[src/rtl/rv_regfile_sb_if.sv]
// rv_regfile_sb_if: read, write and reservation signals of the scoreboarded register file.
interface rv_regfile_sb_if #(
   parameter int XLEN     = 32,
   parameter int AW       = 5,
   parameter int NRD      = 2,
   parameter int MAX_PEND = 4
);
   localparam int CW = $clog2(MAX_PEND + 1);
   logic [NRD*AW-1:0]   rd_addr;
   logic [NRD*XLEN-1:0] rd_data;
   logic [NRD-1:0]      rd_busy;
   logic                wr_en;
   logic [AW-1:0]       wr_addr;
   logic [XLEN-1:0]     wr_data;
   logic                rsv_en;
   logic [AW-1:0]       rsv_addr;
   logic                rsv_ok;
   logic [CW-1:0]       pend_cnt;
   logic                pend_full;
   modport master (
      output rd_addr, wr_en, wr_addr, wr_data, rsv_en, rsv_addr,
      input  rd_data, rd_busy, rsv_ok, pend_cnt, pend_full
   );
   modport slave (
      input  rd_addr, wr_en, wr_addr, wr_data, rsv_en, rsv_addr,
      output rd_data, rd_busy, rsv_ok, pend_cnt, pend_full
   );
endinterface

[src/rtl/rv_regfile_sb.sv]
// rv_regfile_sb: RISC-V integer register file with NRD read ports, one write port
// and a pending-write scoreboard for long-latency results.
module rv_regfile_sb #(
   parameter int XLEN     = 32,
   parameter int AW       = 5,
   parameter int NRD      = 2,
   parameter int BYPASS   = 1,
   parameter int MAX_PEND = 4
) (
   input logic clk,
   input logic rst,
   rv_regfile_sb_if.slave bus
);
   localparam int NREG = 2 ** AW;
   localparam int CW   = $clog2(MAX_PEND + 1);

   logic [XLEN-1:0] regs [NREG];
   logic [NREG-1:0] pending, pend_nxt;
   logic [CW-1:0]   cnt;
   logic            wr_act, wr_clr, rsv_free, rsv_room, rsv_ok;

   assign wr_act   = bus.wr_en && bus.wr_addr != '0;
   assign wr_clr   = wr_act && pending[bus.wr_addr];
   // A writeback retiring the same register or any slot frees room this cycle
   assign rsv_free = !pending[bus.rsv_addr] || (wr_clr && bus.wr_addr == bus.rsv_addr);
   assign rsv_room = cnt < CW'(MAX_PEND) || wr_clr;
   assign rsv_ok   = bus.rsv_en && bus.rsv_addr != '0 && rsv_free && rsv_room;

   assign bus.rsv_ok    = rsv_ok;
   assign bus.pend_cnt  = cnt;
   assign bus.pend_full = cnt == CW'(MAX_PEND);

   always_comb begin
      logic [AW-1:0] a;
      bus.rd_data = '0;
      bus.rd_busy = '0;
      for (int k = 0; k < NRD; k++) begin
         a = bus.rd_addr[k*AW +: AW];
         bus.rd_data[k*XLEN +: XLEN] = a == '0 ? '0 :
            (BYPASS != 0 && bus.wr_en && bus.wr_addr == a) ? bus.wr_data : regs[a];
         bus.rd_busy[k] = pending[a] && !(wr_clr && bus.wr_addr == a);
      end
   end

   // Set is applied after clear so a same-cycle re-reservation keeps the bit
   always_comb begin
      pend_nxt = pending;
      if (wr_clr) pend_nxt[bus.wr_addr] = 1'b0;
      if (rsv_ok) pend_nxt[bus.rsv_addr] = 1'b1;
   end

   always_ff @(posedge clk or posedge rst) begin
      if (rst) begin
         pending <= '0;
         cnt     <= '0;
         for (int i = 0; i < NREG; i++) regs[i] <= '0;
      end else begin
         pending <= pend_nxt;
         cnt     <= cnt + CW'(rsv_ok) - CW'(wr_clr);
         if (wr_act) regs[bus.wr_addr] <= bus.wr_data;
      end
   end
endmodule

[src/flat_wrapper.sv]
// flat-port wrapper written by rule: the top's interface ports become plain ports
module rv_regfile_sb_flat 
#(
   parameter int XLEN     = 32,
   parameter int AW       = 5,
   parameter int NRD      = 2,
   parameter int BYPASS   = 1,
   parameter int MAX_PEND = 4
)
  (clk, rst, bus_rd_addr, bus_wr_en, bus_wr_addr, bus_wr_data, bus_rsv_en, bus_rsv_addr, bus_rd_data, bus_rd_busy, bus_rsv_ok, bus_pend_cnt, bus_pend_full);
  rv_regfile_sb_if #(.XLEN(XLEN), .AW(AW), .NRD(NRD), .MAX_PEND(MAX_PEND)) bus_i ();
  input logic clk;
  input logic rst;
  input wire logic [$bits(bus_i.rd_addr)-1:0] bus_rd_addr;
  input wire logic [$bits(bus_i.wr_en)-1:0] bus_wr_en;
  input wire logic [$bits(bus_i.wr_addr)-1:0] bus_wr_addr;
  input wire logic [$bits(bus_i.wr_data)-1:0] bus_wr_data;
  input wire logic [$bits(bus_i.rsv_en)-1:0] bus_rsv_en;
  input wire logic [$bits(bus_i.rsv_addr)-1:0] bus_rsv_addr;
  output wire logic [$bits(bus_i.rd_data)-1:0] bus_rd_data;
  output wire logic [$bits(bus_i.rd_busy)-1:0] bus_rd_busy;
  output wire logic [$bits(bus_i.rsv_ok)-1:0] bus_rsv_ok;
  output wire logic [$bits(bus_i.pend_cnt)-1:0] bus_pend_cnt;
  output wire logic [$bits(bus_i.pend_full)-1:0] bus_pend_full;
  assign bus_i.rd_addr = bus_rd_addr;
  assign bus_i.wr_en = bus_wr_en;
  assign bus_i.wr_addr = bus_wr_addr;
  assign bus_i.wr_data = bus_wr_data;
  assign bus_i.rsv_en = bus_rsv_en;
  assign bus_i.rsv_addr = bus_rsv_addr;
  assign bus_rd_data = bus_i.rd_data;
  assign bus_rd_busy = bus_i.rd_busy;
  assign bus_rsv_ok = bus_i.rsv_ok;
  assign bus_pend_cnt = bus_i.pend_cnt;
  assign bus_pend_full = bus_i.pend_full;
  rv_regfile_sb #(.XLEN(XLEN), .AW(AW), .NRD(NRD), .BYPASS(BYPASS), .MAX_PEND(MAX_PEND)) u_core (.clk(clk), .rst(rst), .bus(bus_i));
endmodule
[config.mk]
export PLATFORM = sky130hd
export DESIGN_NAME = rv_regfile_sb_flat
export DESIGN_NICKNAME = d
export VERILOG_FILES = /design/src/rtl/rv_regfile_sb_if.sv /design/src/rtl/rv_regfile_sb.sv /design/src/flat_wrapper.sv
export SDC_FILE = /design/constraint.sdc
export NUM_CORES = 2
export LEC_CHECK = 0
export BUFFER_PORTS_ARGS = -buffer_cell sky130_fd_sc_hd__buf_2
export CAP_MARGIN = 20
export CORE_ASPECT_RATIO = 1.4
export CORE_MARGIN = 8
export CORE_UTILIZATION = 35
export DETAILED_ROUTE_END_ITERATION = 8
export GPL_TIMING_DRIVEN = 0
export HOLD_SLACK_MARGIN = 0.12
export MAX_ROUTING_LAYER = met4
export PLACE_DENSITY_LB_ADDON = 0.12
export SKIP_CTS_REPAIR_TIMING = 1
export SYNTH_ARGS = -nofsm -noshare
export SYNTH_HDL_FRONTEND = slang
export SYNTH_SLANG_ARGS = --single-unit
export TNS_END_PERCENT = 5
[constraint.sdc]
create_clock -name clk -period 26.9 [get_ports clk]
set_input_delay 0 -clock clk [delete_from_list [all_inputs] [get_ports clk]]
set_output_delay 0 -clock clk [all_outputs]
set_load 0.01 [all_outputs]
# Yosys cells after proc, flatten, opt, wreduce, memory -nomap -nowiden
# Index checks and enable logic that the tools add are counted.
# classes
n_reduce_logical	24
add_sub_neg	2
n_eq_ne	4
muxes	27
n_bitwise	6
n_lt_le_gt_ge	11
# ops
operator	n
$bwmux 1024	1
$mux 32	11
$bmux 32 s5	2
$demux 32 s5	1
$and 32x32->32	1
$not 32->32	1
$or 32x32->32	1
$lt 5x6->1 const B	4
$bmux 1 s5	4
$ge 6x6->1 const B	3
$not 5->6	3
$eq 5x5->1	3
$logic_and 1x1->1	15
$demux 1 s5	2
$ge 5x1->1 const B	2
$logic_not 5->1	2
$reduce_bool 5->1	2
$lt 6x1->1 const B	1
$mux 1	6
$add 3x1->3	1
$eq 3x3->1 const B	1
$logic_not 1->1	3
$lt 3x3->1 const B	1
$sub 3x1->3	1
$logic_or 1x1->1	2
# word_totals
output_inout_bits	71
wordCells	108
register_bits	1059

# Depth between registers and ports, before layout
# logic_depth
ltp_word	9
mapped_depth	15

# Worst setup path before layout
# No wires, ideal clock.
# synth_timing
path_type	flip-flop to flip-flop
from	register u_core.pending[11]
to	register u_core.cnt[2] (netlist: u_core.bus.pend_cnt[2])
stages_incl_launch_ff	14
synth_period_minus_slack_ns	3.008
arrival_time_ns	2.882
setup_slack_ns	23.892
t_required_ns	26.774
path_cell_list	dfrtp_1 > mux2_2 > a22oi_1 > nand4_1 > mux2i_1 > a31oi_1 > o31a_1 > or2_2 > ha_1 > inv_1 > ha_1 > fa_1 > xor2_1 > xnor2_1
# synth_via
elab_chain_cells	9
word_cells_on_any_way	13
cone_classes	add/sub (2); mux (4); reduce/logical (7)
# synth_rtl
element	line_no	source
from (decl)	rv_regfile_sb.sv:18	logic [NREG-1:0] pending, pend_nxt;
from (signal assigned)	rv_regfile_sb.sv:58	pending <= pend_nxt;
$bmux 1 s5	rv_regfile_sb.sv:23	assign wr_clr = wr_act && pending[bus.wr_addr];
$mux 1 (implied by the code)	rv_regfile_sb.sv:23	
$logic_and 1x1->1	rv_regfile_sb.sv:23	
$logic_and 1x1->1	rv_regfile_sb.sv:25	assign rsv_free = !pending[bus.rsv_addr] || (wr_clr && bus.wr_addr == bus.rsv_addr);
$logic_or 1x1->1	rv_regfile_sb.sv:25	
$logic_and 1x1->1 (2 in a row)	rv_regfile_sb.sv:27	assign rsv_ok = bus.rsv_en && bus.rsv_addr != '0 && rsv_free && rsv_room;
$add 3x1->3	rv_regfile_sb.sv:59	cnt <= cnt + CW'(rsv_ok) - CW'(wr_clr);
$sub 3x1->3 (*)	rv_regfile_sb.sv:59	
to (signal assigned)	rv_regfile_sb.sv:59	
to (decl)	rv_regfile_sb.sv:19	logic [CW-1:0] cnt;
# Every way passes the cells marked *; elsewhere a longest branch is shown, timed or not. The select of a mux whose other input is x is not followed.
# A chain may end at the register's enable or synchronous reset.

# Worst setup path in the final report
# layout_timing
from	input bus_rd_addr[5]
to	output bus_rd_data[43]
# layout_via
elab_chain_cells	6
word_cells_on_any_way	9
cone_classes	eq/ne (1); mux (5); bitwise (1); reduce/logical (2)
# layout_rtl
element	line_no	source
from (decl)	flat_wrapper.sv:14	input wire logic [$bits(bus_i.rd_addr)-1:0] bus_rd_addr;
$not 5->6 (implied by the code)	rv_regfile_sb.sv:40	(BYPASS != 0 && bus.wr_en && bus.wr_addr == a) ? bus.wr_data : regs[a];
$bmux 32 s5	rv_regfile_sb.sv:40	
$mux 32 (implied by the code) (2 in a row)	rv_regfile_sb.sv:40	
$mux 32	rv_regfile_sb.sv:40	
$mux 32 (*)	rv_regfile_sb.sv:39	bus.rd_data[k*XLEN +: XLEN] = a == '0 ? '0 :
to (decl)	flat_wrapper.sv:20	output wire logic [$bits(bus_i.rd_data)-1:0] bus_rd_data;
# Marks and branches as above.

==> flow_summary.ini <==
[status]
status = finished clean

[placement]
routabilityCongestion = 0.9753
portBuffers = 112
hpwlAfterDp_um = 192400
placed_area_mm2 = 0.06263

[logic_synthesis]
ys_ff_latch = 1059
seq_area_frac_synth_pct = 45.96
synthFlopType = dfrtp_1
syn_inst = 3855
synth_top_cell_area_share_pct = 45.96
yosys-top-cells-area = dfrtp_1 (46%), mux4_2 (21%), mux2_2 (20%)
syn_area_mm2 = 0.05766
synth_top_area_cell = dfrtp_1
synth_edf_count = 0
synth_warnings = 0
syn_area_per_cell_um2 = 14.96
mappedNetlistNets = 3914
synth_cell_types = 52
synth_async_sr_flop_share_pct = 100.0

[power_and_ir_drop]
powerDensity_mw_per_mm2 = 75.17
leakagePower_nw = 28.73
peakVddDrop_mv = 0.06134

[clock_tree]
clkLatencyLatePin_ns = 0.80
path_clk_slew_ns = 0.06
clock_sinks = 1059
cts_root_buffer = clkbuf_16
cts_buffers = 115
clk_path_buf_depth = 3
tritoncts = done
ctsHtreeMaxLevel = 3

[floorplanning]
num_io_pins = 127
die_x_um = 359.0
coreArea_mm2 = 0.1641
die_h_um = 496.2
die_area_mm2 = 0.1782
initial_utilization_pct = 35.14
fp-row-count = 176

[worst_hold_path]
hold_path.class = input pin to register

[run]
cap_violations = 0

[critical_path]
arrival_ns = 4.39
crit_buf_inv = 7
cp.required_ns = 26.90
slowest_stage = a21oi_1
critical_path_class = input pin to primary output
endpoint = bus_rd_data[43]
r2r_start = u_core.pending[13]
rr_worst_depth = 13
cp_cell_sequence = buf_2 -> buf_6 -> buf_4 -> buf_6 -> buf_6 -> nor3_1 -> a21oi_1 -> buf_2 -> o21ai_0 -> o21ai_0 -> buf_2
rrSetupSlack_ns = 23.40
critPathTopFamily = buffers and inverters
crit_fanout = 11
critical_path_depth = 11
cpPeakStageDelay_ns = 0.87
startpoint = bus_rd_addr[5]
crit_path_start_kind = input pin
timing.rr.end = u_core.bus.pend_cnt[2]
crit_path_end_kind = primary output

[sta]
fmax_mhz = 227.9
skew_ns = 0.03772
finalHoldViolations = 0
slew-limit-headroom_pct = 14.00
tightest_slew_ns = 1.290
maxSlewViolCount = 0
rsz0062_at_grt = false
period_share_pct = 16.31
final.min_clock_period_ns = 4.389
setup_tns_ns = 0
finalSetupViolCount = 0

[drt]
drc = 0
drt_iter0_markers = 4294
dr.pass1.iters = 6
wirelength_um = 275600
wl_per_cell_um = 42.55
vias = 41103
ant_nets = 0
vias_per_cell = 6.345

[finish]
fillers = 15173
syn2layout_area_growth_pct = 16.38
fin_area_mm2 = 0.06710
drive_gt1_share_pct = 50.88
layout.nets = 4291

[global_route]
antenna_found_initial = 27
grt-ovfl-total = 0
grt_pass1_vias = 41293
grt_max_degree = 41
grt_pass1_wl_um = 370700
grt_use_total_pct = 31.24
## cell usage in the layout, fill, tap and decap left out, types with 14 or more instances in the layout
cell and count:
buf_2 255, buf_1 48, nor2_1 29, clkbuf_2 41, a22o_1 32, o21ai_0 90
dlygate4sd3_1 48, o221ai_1 19, clkbuf_8 32, nand2_1 96, buf_4 15, o22ai_1 44
dfrtp_1 1059, nand2b_1 14, buf_6 17, a221oi_1 20, diode_2 22, buf_12 31
nor2b_1 33, buf_8 53, mux2i_1 127, clkbuf_1 217, mux2_2 1039, a211oi_1 44
a22oi_1 18, mux4_2 550, clkbuf_16 119, clkinv_2 20, a21oi_1 69
## worst min-delay path by stage
stage,startpoint,to,slack [ns],cells after the start
2_1_floorplan,bus_rsv_en,bus_rsv_ok,0.10,2
3_3_place_gp,bus_wr_data[26],u_core.regs[602],0.32,2
3_5_place_dp,rst,u_core.regs[165],0.13,2
4_1_cts,rst,u_core.regs[295],-0.69,2
5_1_grt,bus_wr_data[26],u_core.regs[26],0.11,3
6_report,bus_wr_addr[2],u_core.pending[29],0.06,4
## per-layer routing
metal  vias to the layer above  global-route usage, %  share of wire, %
met3                       712                  7.515               8.2
met4                         0                  20.80               7.8
met2                      2141                  48.25                46
met5                         -                      -                 0
li1                      15731                      -                 -
met1                     22519                  36.42                37
## worst min-delay path, delay by kind of cell
family | cells | cell delay (ns)
buffers and inverters | 1 | 0.14
AO/OA/AOI/OAI | 2 | 0.20
AND/OR/NAND/NOR | 1 | 0.43
## kinds of logic (layout without fill, tap and decap cells)
group	count (synthesis)	after routing	share of synthesized area, %
xor gates and xnor gates	17	17	0.2583
and+or+nand+nor	224	224	1.936
AOI/OAI and AO/OA	373	373	4.197
buffers and inverters	460	925	3.529
DFF	1059	1059	45.96
adders and majority gates	3	3	0.07812
muxes	1719	1719	44.04
other	0	22	0
## sequential cells by signal, summed over array words and instances (netlist names)
| name | count |
|---|---|
| u_core.regs | 1024 |
| u_core.bus.pend_cnt | 3 |
| u_core.pending | 32 |
## cell type report
cell class / count / area [µm²] / share of cell area (%)
buffer: 453 / 2068 / 3.082
clock buffer: 172 / 3497 / 5.212
clock inverter: 33 / 380.4 / 0.5668
antenna: 22 / 55.05 / 0.08204
sequential: 1059 / 26500 / 39.49
timing repair buffer: 260 / 2778 / 4.139
inverter: 7 / 30.03 / 0.04475
multi-input combinational: 2336 / 29120 / 43.40
tap: 2136 / 2673 / 3.983
## power breakdown
part           total, mW  switching (mW)  internal, mW  leakage [nW]
Clock               1.69           0.726         0.967          1.92
Sequential          2.15           0.247          1.91          13.6
Combinational       1.20           0.542         0.655          13.2
Total               5.04            1.52          3.53          28.7
## metrics by stage
stage / worst slack (ns) / power [mW] / util, % / hold WS (ns) / std cells
floorplan: 12.30 / 2.925 / - / 0.1047 / 3855
global placement: 4.397 / 3.307 / 37.12 / 0.3161 / 6103
detailed placement: 22.72 / 3.349 / 38.18 / 0.1261 / 6199
CTS: 22.70 / 5.032 / 40.54 / -0.6864 / 6404
global route: 22.64 / 5.209 / 40.89 / 0.1103 / 6471
finish: 22.51 / 5.044 / 40.90 / 0.05722 / 6478
## cell usage after synthesis (all sizes together), types with 2 or more instances
cell type	count
dfrtp	1059
mux2	1042
mux4	550
clkbuf	237
buf	216
mux2i	127
nand2	96
o21ai	96
a21oi	69
a211oi	44
o22ai	44
nor2b	33
a22o	32
nor2	29
a221oi	20
o221ai	19
a22oi	18
nand2b	14
nor3	12
o211ai	12
o31ai	10
xnor2	9
xor2	8
nor3b	7
a31oi	5
inv	5
nand3	5
and3	4
nand3b	4
nand4	4
or3	4
and3b	3
nor4	3
a2bb2oi	2
clkinv	2
ha	2
or3b	2
No activity file was read; power rests on OpenSTA's default activity.
